<file path="src/rtl/maxpool_layer_1_if.sv">
// Pixel-stream bundle between conv1, the 2x2 binary max-pool stage and the next conv stage.
// master drives the conv1 pixel stream; slave is the pooling stage.
interface maxpool_layer_1_if #(
  parameter int CH = 8
);
  logic [CH-1:0] conv1_in;
  logic          valid_in_conv1;
  logic [CH-1:0] pool1_out;
  logic          valid_out_pool1;
  logic          frame_done_pool1;

  modport master (
    output conv1_in, valid_in_conv1,
    input  pool1_out, valid_out_pool1, frame_done_pool1
  );

  modport slave (
    input  conv1_in, valid_in_conv1,
    output pool1_out, valid_out_pool1, frame_done_pool1
  );
endinterface

</file>
<file path="src/rtl/maxpool_layer_1.sv">
// 2x2 stride-2 binary max-pool (per-channel OR) over a raster conv1 feature map.
// Even rows fold horizontal pairs into a half-row buffer; odd rows complete the window and emit.
module maxpool_layer_1 #(
  parameter int IN_WIDTH  = 26,
  parameter int IN_HEIGHT = 26,
  parameter int CH        = 8
) (
  input  logic               clk,
  input  logic               rst_n,
  maxpool_layer_1_if.slave   bus
);
  localparam int CW = $clog2(IN_WIDTH);
  localparam int RW = $clog2(IN_HEIGHT);
  localparam int HW = IN_WIDTH / 2;

  logic [CW-1:0] r_col;
  logic [RW-1:0] r_row;
  logic [CW-1:0] w_col_nxt;
  logic [RW-1:0] w_row_nxt;
  logic [CH-1:0] r_hreg;
  logic [CH-1:0] r_linebuf [HW];
  logic [CH-1:0] r_pool;
  logic          r_valid;
  logic          r_done;
  logic [CW-2:0] w_pair;
  logic          w_last_col;
  logic          w_last_row;
  logic          w_lb_wr;
  logic          w_emit;

  assign w_pair     = r_col[CW-1:1];
  assign w_last_col = (r_col == CW'(IN_WIDTH - 1));
  assign w_last_row = (r_row == RW'(IN_HEIGHT - 1));
  assign w_lb_wr    = bus.valid_in_conv1 & ~r_row[0] & r_col[0];
  assign w_emit     = bus.valid_in_conv1 & r_row[0] & r_col[0];

  // Raster position advance; wraps to (0,0) after the last pixel of a frame.
  always_comb begin
    w_col_nxt = r_col;
    w_row_nxt = r_row;
    if (bus.valid_in_conv1) begin
      if (w_last_col) begin
        w_col_nxt = '0;
        if (w_last_row) begin
          w_row_nxt = '0;
        end else begin
          w_row_nxt = r_row + RW'(1);
        end
      end else begin
        w_col_nxt = r_col + CW'(1);
      end
    end else begin
      w_col_nxt = r_col;
      w_row_nxt = r_row;
    end
  end

  // Position, pair register and registered output strobe.
  always_ff @(posedge clk) begin
    if (rst_n) begin
      r_col   <= '0;
      r_row   <= '0;
      r_hreg  <= '0;
      r_pool  <= '0;
      r_valid <= 1'b0;
      r_done  <= 1'b0;
    end else begin
      r_col   <= w_col_nxt;
      r_row   <= w_row_nxt;
      r_valid <= w_emit;
      r_done  <= w_emit & w_last_row & w_last_col;
      if (bus.valid_in_conv1 && !r_col[0]) begin
        r_hreg <= bus.conv1_in;
      end
      if (w_emit) begin
        r_pool <= r_linebuf[w_pair] | r_hreg | bus.conv1_in;
      end
    end
  end

  // Half-row buffer: every entry is written on an even row before the odd row reads it.
  always_ff @(posedge clk) begin
    if (!rst_n && w_lb_wr) begin
      r_linebuf[w_pair] <= r_hreg | bus.conv1_in;
    end
  end

  assign bus.pool1_out        = r_pool;
  assign bus.valid_out_pool1  = r_valid;
  assign bus.frame_done_pool1 = r_done;
endmodule

</file>
<file path="src/flat_wrapper.sv">
// flat-port wrapper written by rule: the top's interface ports become plain ports
module maxpool_layer_1_flat 
#(
  parameter int IN_WIDTH  = 26,
  parameter int IN_HEIGHT = 26,
  parameter int CH        = 8
)
  (clk, rst_n, bus_conv1_in, bus_valid_in_conv1, bus_pool1_out, bus_valid_out_pool1, bus_frame_done_pool1);
  maxpool_layer_1_if #(.CH(CH)) bus_i ();
  input  logic clk;
  input  logic rst_n;
  input wire logic [$bits(bus_i.conv1_in)-1:0] bus_conv1_in;
  input wire logic [$bits(bus_i.valid_in_conv1)-1:0] bus_valid_in_conv1;
  output wire logic [$bits(bus_i.pool1_out)-1:0] bus_pool1_out;
  output wire logic [$bits(bus_i.valid_out_pool1)-1:0] bus_valid_out_pool1;
  output wire logic [$bits(bus_i.frame_done_pool1)-1:0] bus_frame_done_pool1;
  assign bus_i.conv1_in = bus_conv1_in;
  assign bus_i.valid_in_conv1 = bus_valid_in_conv1;
  assign bus_pool1_out = bus_i.pool1_out;
  assign bus_valid_out_pool1 = bus_i.valid_out_pool1;
  assign bus_frame_done_pool1 = bus_i.frame_done_pool1;
  maxpool_layer_1 #(.IN_WIDTH(IN_WIDTH), .IN_HEIGHT(IN_HEIGHT), .CH(CH)) u_core (.clk(clk), .rst_n(rst_n), .bus(bus_i));
endmodule
</file>
<file path="config.mk">
export PLATFORM = sky130hd
export DESIGN_NAME = maxpool_layer_1_flat
export DESIGN_NICKNAME = d
export VERILOG_FILES = /design/src/rtl/maxpool_layer_1_if.sv /design/src/rtl/maxpool_layer_1.sv /design/src/flat_wrapper.sv
export SDC_FILE = /design/constraint.sdc
export NUM_CORES = 1
export LEC_CHECK = 0
export ABC_AREA = 1
export BUFFER_PORTS_ARGS = -buffer_cell sky130_fd_sc_hd__buf_2
export CAP_MARGIN = 20
export CORE_ASPECT_RATIO = 0.6
export CORE_UTILIZATION = 66
export CTS_CLUSTER_SIZE = 12
export DETAILED_ROUTE_END_ITERATION = 12
export GPL_TIMING_DRIVEN = 0
export PLACE_DENSITY = 0.84
export SYNTH_ARGS = -nofsm -noshare
export SYNTH_HDL_FRONTEND = slang
export SYNTH_SLANG_ARGS = --single-unit
export TNS_END_PERCENT = 50
</file>
<file path="constraint.sdc">
create_clock -name clk -period 4.1 [get_ports clk]
set_input_delay 0 -clock clk [delete_from_list [all_inputs] [get_ports clk]]
set_output_delay 0 -clock clk [all_outputs]
set_load 0.005 [all_outputs]
</file>
---- Yosys cells after proc, flatten, opt, wreduce, memory -nomap -nowiden ----
Memories as Yosys holds them, arrays and structs flattened. A register that Yosys moved wholly into a read port is not among the register bits.
Index checks and enable logic that the tools add are counted.
storage, ports and cells
  memories ................................ 1
  bits in writable memories ............... 104
  bits in read-only memories .............. 0
  bits in registers ....................... 28
  input bits .............................. 11
  bits in latches ......................... 0
operators by class
  div/mod/pow operators ................... 0
  $lt $le $gt $ge ......................... 0
  reductions and logical operators ........ 5
  add/subtract/negate cells ............... 2
  bitwise operators ....................... 10
  equal/unequal tests ..................... 2
  multiplexer cells ....................... 6
  multipliers ............................. 0
  shift-type cells ........................ 0
memories
  name              depth  bits a word  read ports  clocked after Yosys merged registers in  wr ports  line                   source
  u_core.r_linebuf  13     8            1           1                                        1         maxpool_layer_1.sv:21  logic [CH-1:0] r_linebuf [HW];
operators by type and width
  operator               count
  $or A8 B8 Y8           3
  $add A5 B1 Y5 const B  2
  $eq A5 B5 Y1 const B   2
  $mux W5                2
  $mux W4                2
  $and A1 B1 Y1          6
  $logic_and A1 B1 Y1    2
  $logic_not A1 Y1       2
  $mux W1                2
  $reduce_and A2 Y1      1
  $not A1 Y1             1

---- Depth between registers and ports, before layout ----
  depth in word-level cells ............... 6
  depth in mapped cells ................... 8

---- Worst setup path before layout ----
OpenSTA, ideal clock, no wires.
  kind .................................... register to register
  start ................................... register u_core.r_col[0]
  end ..................................... memory u_core.r_linebuf[12][0] (enable)
  clock period less this slack ............ 1.699 ns
  required time ........................... 3.730 ns
  cell stages (with the launch flop) ...... 5
  data arrival time ....................... 1.329 ns
  setup time .............................. 0.370 ns
  path slack .............................. 2.401 ns
  buffers on the path ..................... 0
  cell sequence ........................... dfxtp_1 -> nand2_1 -> nor3_1 -> nand3_1 -> nor2_1
between the ends
  cells in the longest elaborated chain, start to end .. 4
ends and longest elaborated chain
  item                           line                   source
  start: declaration             maxpool_layer_1.sv:16  logic [CW-1:0] r_col;
  start signal: assignment       maxpool_layer_1.sv:68  r_col <= w_col_nxt;
  $and A1 B1 Y1                  maxpool_layer_1.sv:34  assign w_lb_wr = bus.valid_in_conv1 & ~r_row[0] & r_col[0];
  $logic_and A1 B1 Y1            maxpool_layer_1.sv:83  if (!rst_n && w_lb_wr) begin
  $mux W1                        maxpool_layer_1.sv:83
  $mux W1 (not written as such)  maxpool_layer_1.sv:84  r_linebuf[w_pair] <= r_hreg | bus.conv1_in;
  end: declaration               maxpool_layer_1.sv:21
Every way passes these cells.

---- Final worst setup path ----
  start ................................... register u_core.r_col[0]
  end ..................................... memory u_core.r_linebuf[4][7] (enable)
The elaborated chain is that of the path after synthesis.

==> results.yml <==
sta:
  slew_viol_final: 0
  setup_violations: 0
  relSlewSlack_pct: 41.2
  fin_crit_ns: 2.31
  skew_ns: 0.00758
  period_share_pct: 56.4
  worst_pin_slew_ns: 0.879
  timing.fmax_mhz: 432
  fin_setup_tns_ns: 0
  finalHoldViolations: 0
  rsz0062_at_grt: "no"
synth:
  synth_edf_count: 104
  synth_top_area_cell: "edfxtp_1"
  synth-seq-cells: 136
  syn_area_per_cell_um2: 9.85
  yosys.area.top_type_share_pct: 54.9
  seq_area_frac_synth_pct: 66.1
  syn_nets: 593
  async_reset_ff_share_pct: 0
  synth_common_cells: "nand2_1, edfxtp_1, inv_1"
  synth_warnings: 0
  ys_types: 23
  ys.flop_type: "edfxtp_1"
  synth.most_common_cell: "nand2_1"
  syn-cell-area_um2: 5690
  yosys-top-cells-area: "edfxtp_1, dfxtp_1, nand2_1, nand3_1, inv_1"
  postSynthCellCount: 578
route:
  drt_iter0_drc: 761
  finalWirelength_um: 14100
  viasPerCell: 5.84
  wl_per_cell_um: 18.8
  vias: 4371
  drc: 0
  antenna_left: 0
  first_pass_iters: 5
global_routing:
  antenna_found_initial: 0
  grt_pass1_vias: 4011
  grt_max_degree: 17
  grt_usage_pct: 33.5
  grt-ovfl-total: 0
  grt_pass1_wl_um: 20800
floorplanning:
  pin_count: 21
  num_rows: 25
  core_um2: 8100
  die_w_um: 122
  dieArea_um2: 9010
  start_util_pct: 70.3
  die_h_um: 73.9
power:
  power_density_nw_per_um2: 494
  irDropWorstVdd_v: 0.000549
  leakage_nw: 2.80
cells_and_area:
  antenna_cells: 0
  final_cells: 748
  nets: 642
  drive_gt1_share_pct: 10.9
  area_growth_pct: 16.8
clock_network:
  clockRootBuffer: "clkbuf_16"
  tritoncts: "built"
  path_clk_slew_ns: 0.06
  cts_hold_buf: 10
  post_cts_resize_count: 0
  cts_buffers: 17
  clk_latency_ns: 0.42
  clock_sinks: 136
  cts-htree-levels: 4
  clk_path_buf_depth: 2
  post_cts_buffers: 0
setup_path:
  path_class: "reg2reg"
  r2r_setup_slack_ns: 1.79
  worst-endpoint-required_ns: 4.15
  reg2reg_depth: 4
  crit_fanout: 8
  arrival_ns: 2.36
  timing.rr.end: "u_core.r_linebuf[4][7]$_DFFE_PP_"
  end_kind: "register"
  regToRegStartpoint: "u_core.r_col[0]$_SDFFE_PP0P_"
  start_kind: "register"
placed_design:
  dpl.cell_count: 706
  place_congestion: 0.921
  port-buffer-count: 20
  dp_hpwl_um: 8960
min_path:
  hold_path_depth: 3
  min_to: "u_core.r_row[4]$_SDFFE_PP0P_"
  min_path_type: "in2reg"
  min_from: "rst_n"
flow_run:
  max_cap_viol_count: 0
outcome:
  status: "finished clean"
==> per-layer routing <==
layer	wire [µm]	track usage, %	share of wire (%)	up-vias
met3	1790	12.9	13	41
met5	0	0	0	-
met2	6130	49.3	44	289
met4	289	14.8	2.1	0
met1	5850	45.1	42	2041
li1	-	-	-	2000
==> logic make-up (layout without fill, tap and decap cells) <==
family	count (synthesis)	after routing	synth area share, %
simple gates	282	282	20.9
flops	136	136	66.1
buf+inv	106	168	7.58
compound gates	48	48	4.26
fa+ha+maj	4	4	0.879
xor+xnor	2	2	0.308
==> sequential cells by signal, summed over array words and instances, names as in the netlist, named ones only <==
name / count
u_core.r_hreg: 8
u_core.bus.frame_done_pool1: 1
u_core.bus.pool1_out: 8
u_core.r_col: 5
u_core.r_linebuf: 104
u_core.r_row: 5
u_core.bus.valid_out_pool1: 1
==> final cells by class <==
| cell class | instances | area [µm²] |
|---|---|---|
| clock inverters | 13 | 178 |
| multi-input cells | 336 | 1500 |
| well taps | 108 | 135 |
| inverters | 83 | 312 |
| fillers | 425 | 1450 |
| clock buffers | 19 | 443 |
| repair buffers | 30 | 200 |
| flip-flops and latches | 136 | 3760 |
| plain buffers | 23 | 120 |
==> report_power, final <==
group | internal, mW | switching (mW)
clock | 1.03 | 0.572
sequential | 1.50 | 0.00790
combinational | 0.0458 | 0.126
total | 2.58 | 0.705
==> per-stage QoR <==
stage	instance area (µm²)	utilization (%)	hold slack (ns)	setup WS [ns]	total power [mW]
floorplan	5690	-	0.0691	2.40	1.64
global placement	5930	73.2	0.201	2.00	1.69
detailed placement	5930	73.2	0.205	1.91	1.69
CTS	6650	82.1	0.306	1.84	3.27
global route	6650	82.1	0.313	1.71	3.35
finish	6650	82.1	0.303	1.79	3.28
==> critical path, stage by stage, from the launching register on <==
cell and delay [ns]:
dfxtp_1 0.43, nand2_1 0.18, nor3_1 0.37, nand3_1 0.26
nor2_1 0.69
==> layout by cell type (no fill, tap or decap) <==
cell | netlist | final
a211oi_1 | 1 | 1
a21oi_1 | 28 | 28
buf_1 | 1 | 1
buf_2 | 15 | 35
buf_4 | 2 | 2
buf_6 | 1 | 1
bufinv_16 | 0 | 4
clkbuf_1 | 4 | 5
clkbuf_16 | 0 | 17
clkbuf_8 | 0 | 1
clkinv_1 | 0 | 2
clkinv_2 | 0 | 2
clkinv_4 | 0 | 1
clkinvlp_4 | 0 | 3
dfxtp_1 | 32 | 32
dlygate4sd3_1 | 0 | 10
edfxtp_1 | 104 | 104
ha_1 | 4 | 4
inv_1 | 82 | 82
inv_2 | 1 | 1
inv_6 | 0 | 1
nand2_1 | 151 | 151
nand3_1 | 81 | 81
nand4_1 | 2 | 2
nor2_1 | 38 | 38
nor2_2 | 1 | 1
nor2_4 | 1 | 1
nor3_1 | 7 | 7
nor3b_1 | 1 | 1
o21ai_0 | 18 | 18
o21ai_1 | 1 | 1
xor2_1 | 2 | 2
==> how the worst max path moves through the flow <==
stage / start / end / slack [ns] / cells after the start
6_report: u_core.r_col[0]$_SDFFE_PP0P_ / u_core.r_linebuf[4][7]$_DFFE_PP_ / 1.79 / 4
3_5_place_dp: u_core.r_col[0]$_SDFFE_PP0P_ / u_core.r_linebuf[2][4]$_DFFE_PP_ / 1.91 / 4
3_3_place_gp: u_core.r_col[0]$_SDFFE_PP0P_ / u_core.r_linebuf[4][6]$_DFFE_PP_ / 2.00 / 4
4_1_cts: u_core.r_col[0]$_SDFFE_PP0P_ / u_core.r_linebuf[2][5]$_DFFE_PP_ / 1.84 / 4
2_1_floorplan: u_core.r_col[0]$_SDFFE_PP0P_ / u_core.r_linebuf[12][0]$_DFFE_PP_ / 2.40 / 4
5_1_grt: u_core.r_col[0]$_SDFFE_PP0P_ / u_core.r_linebuf[2][5]$_DFFE_PP_ / 1.71 / 4
Note: power is estimated with default switching activity, not from simulation.
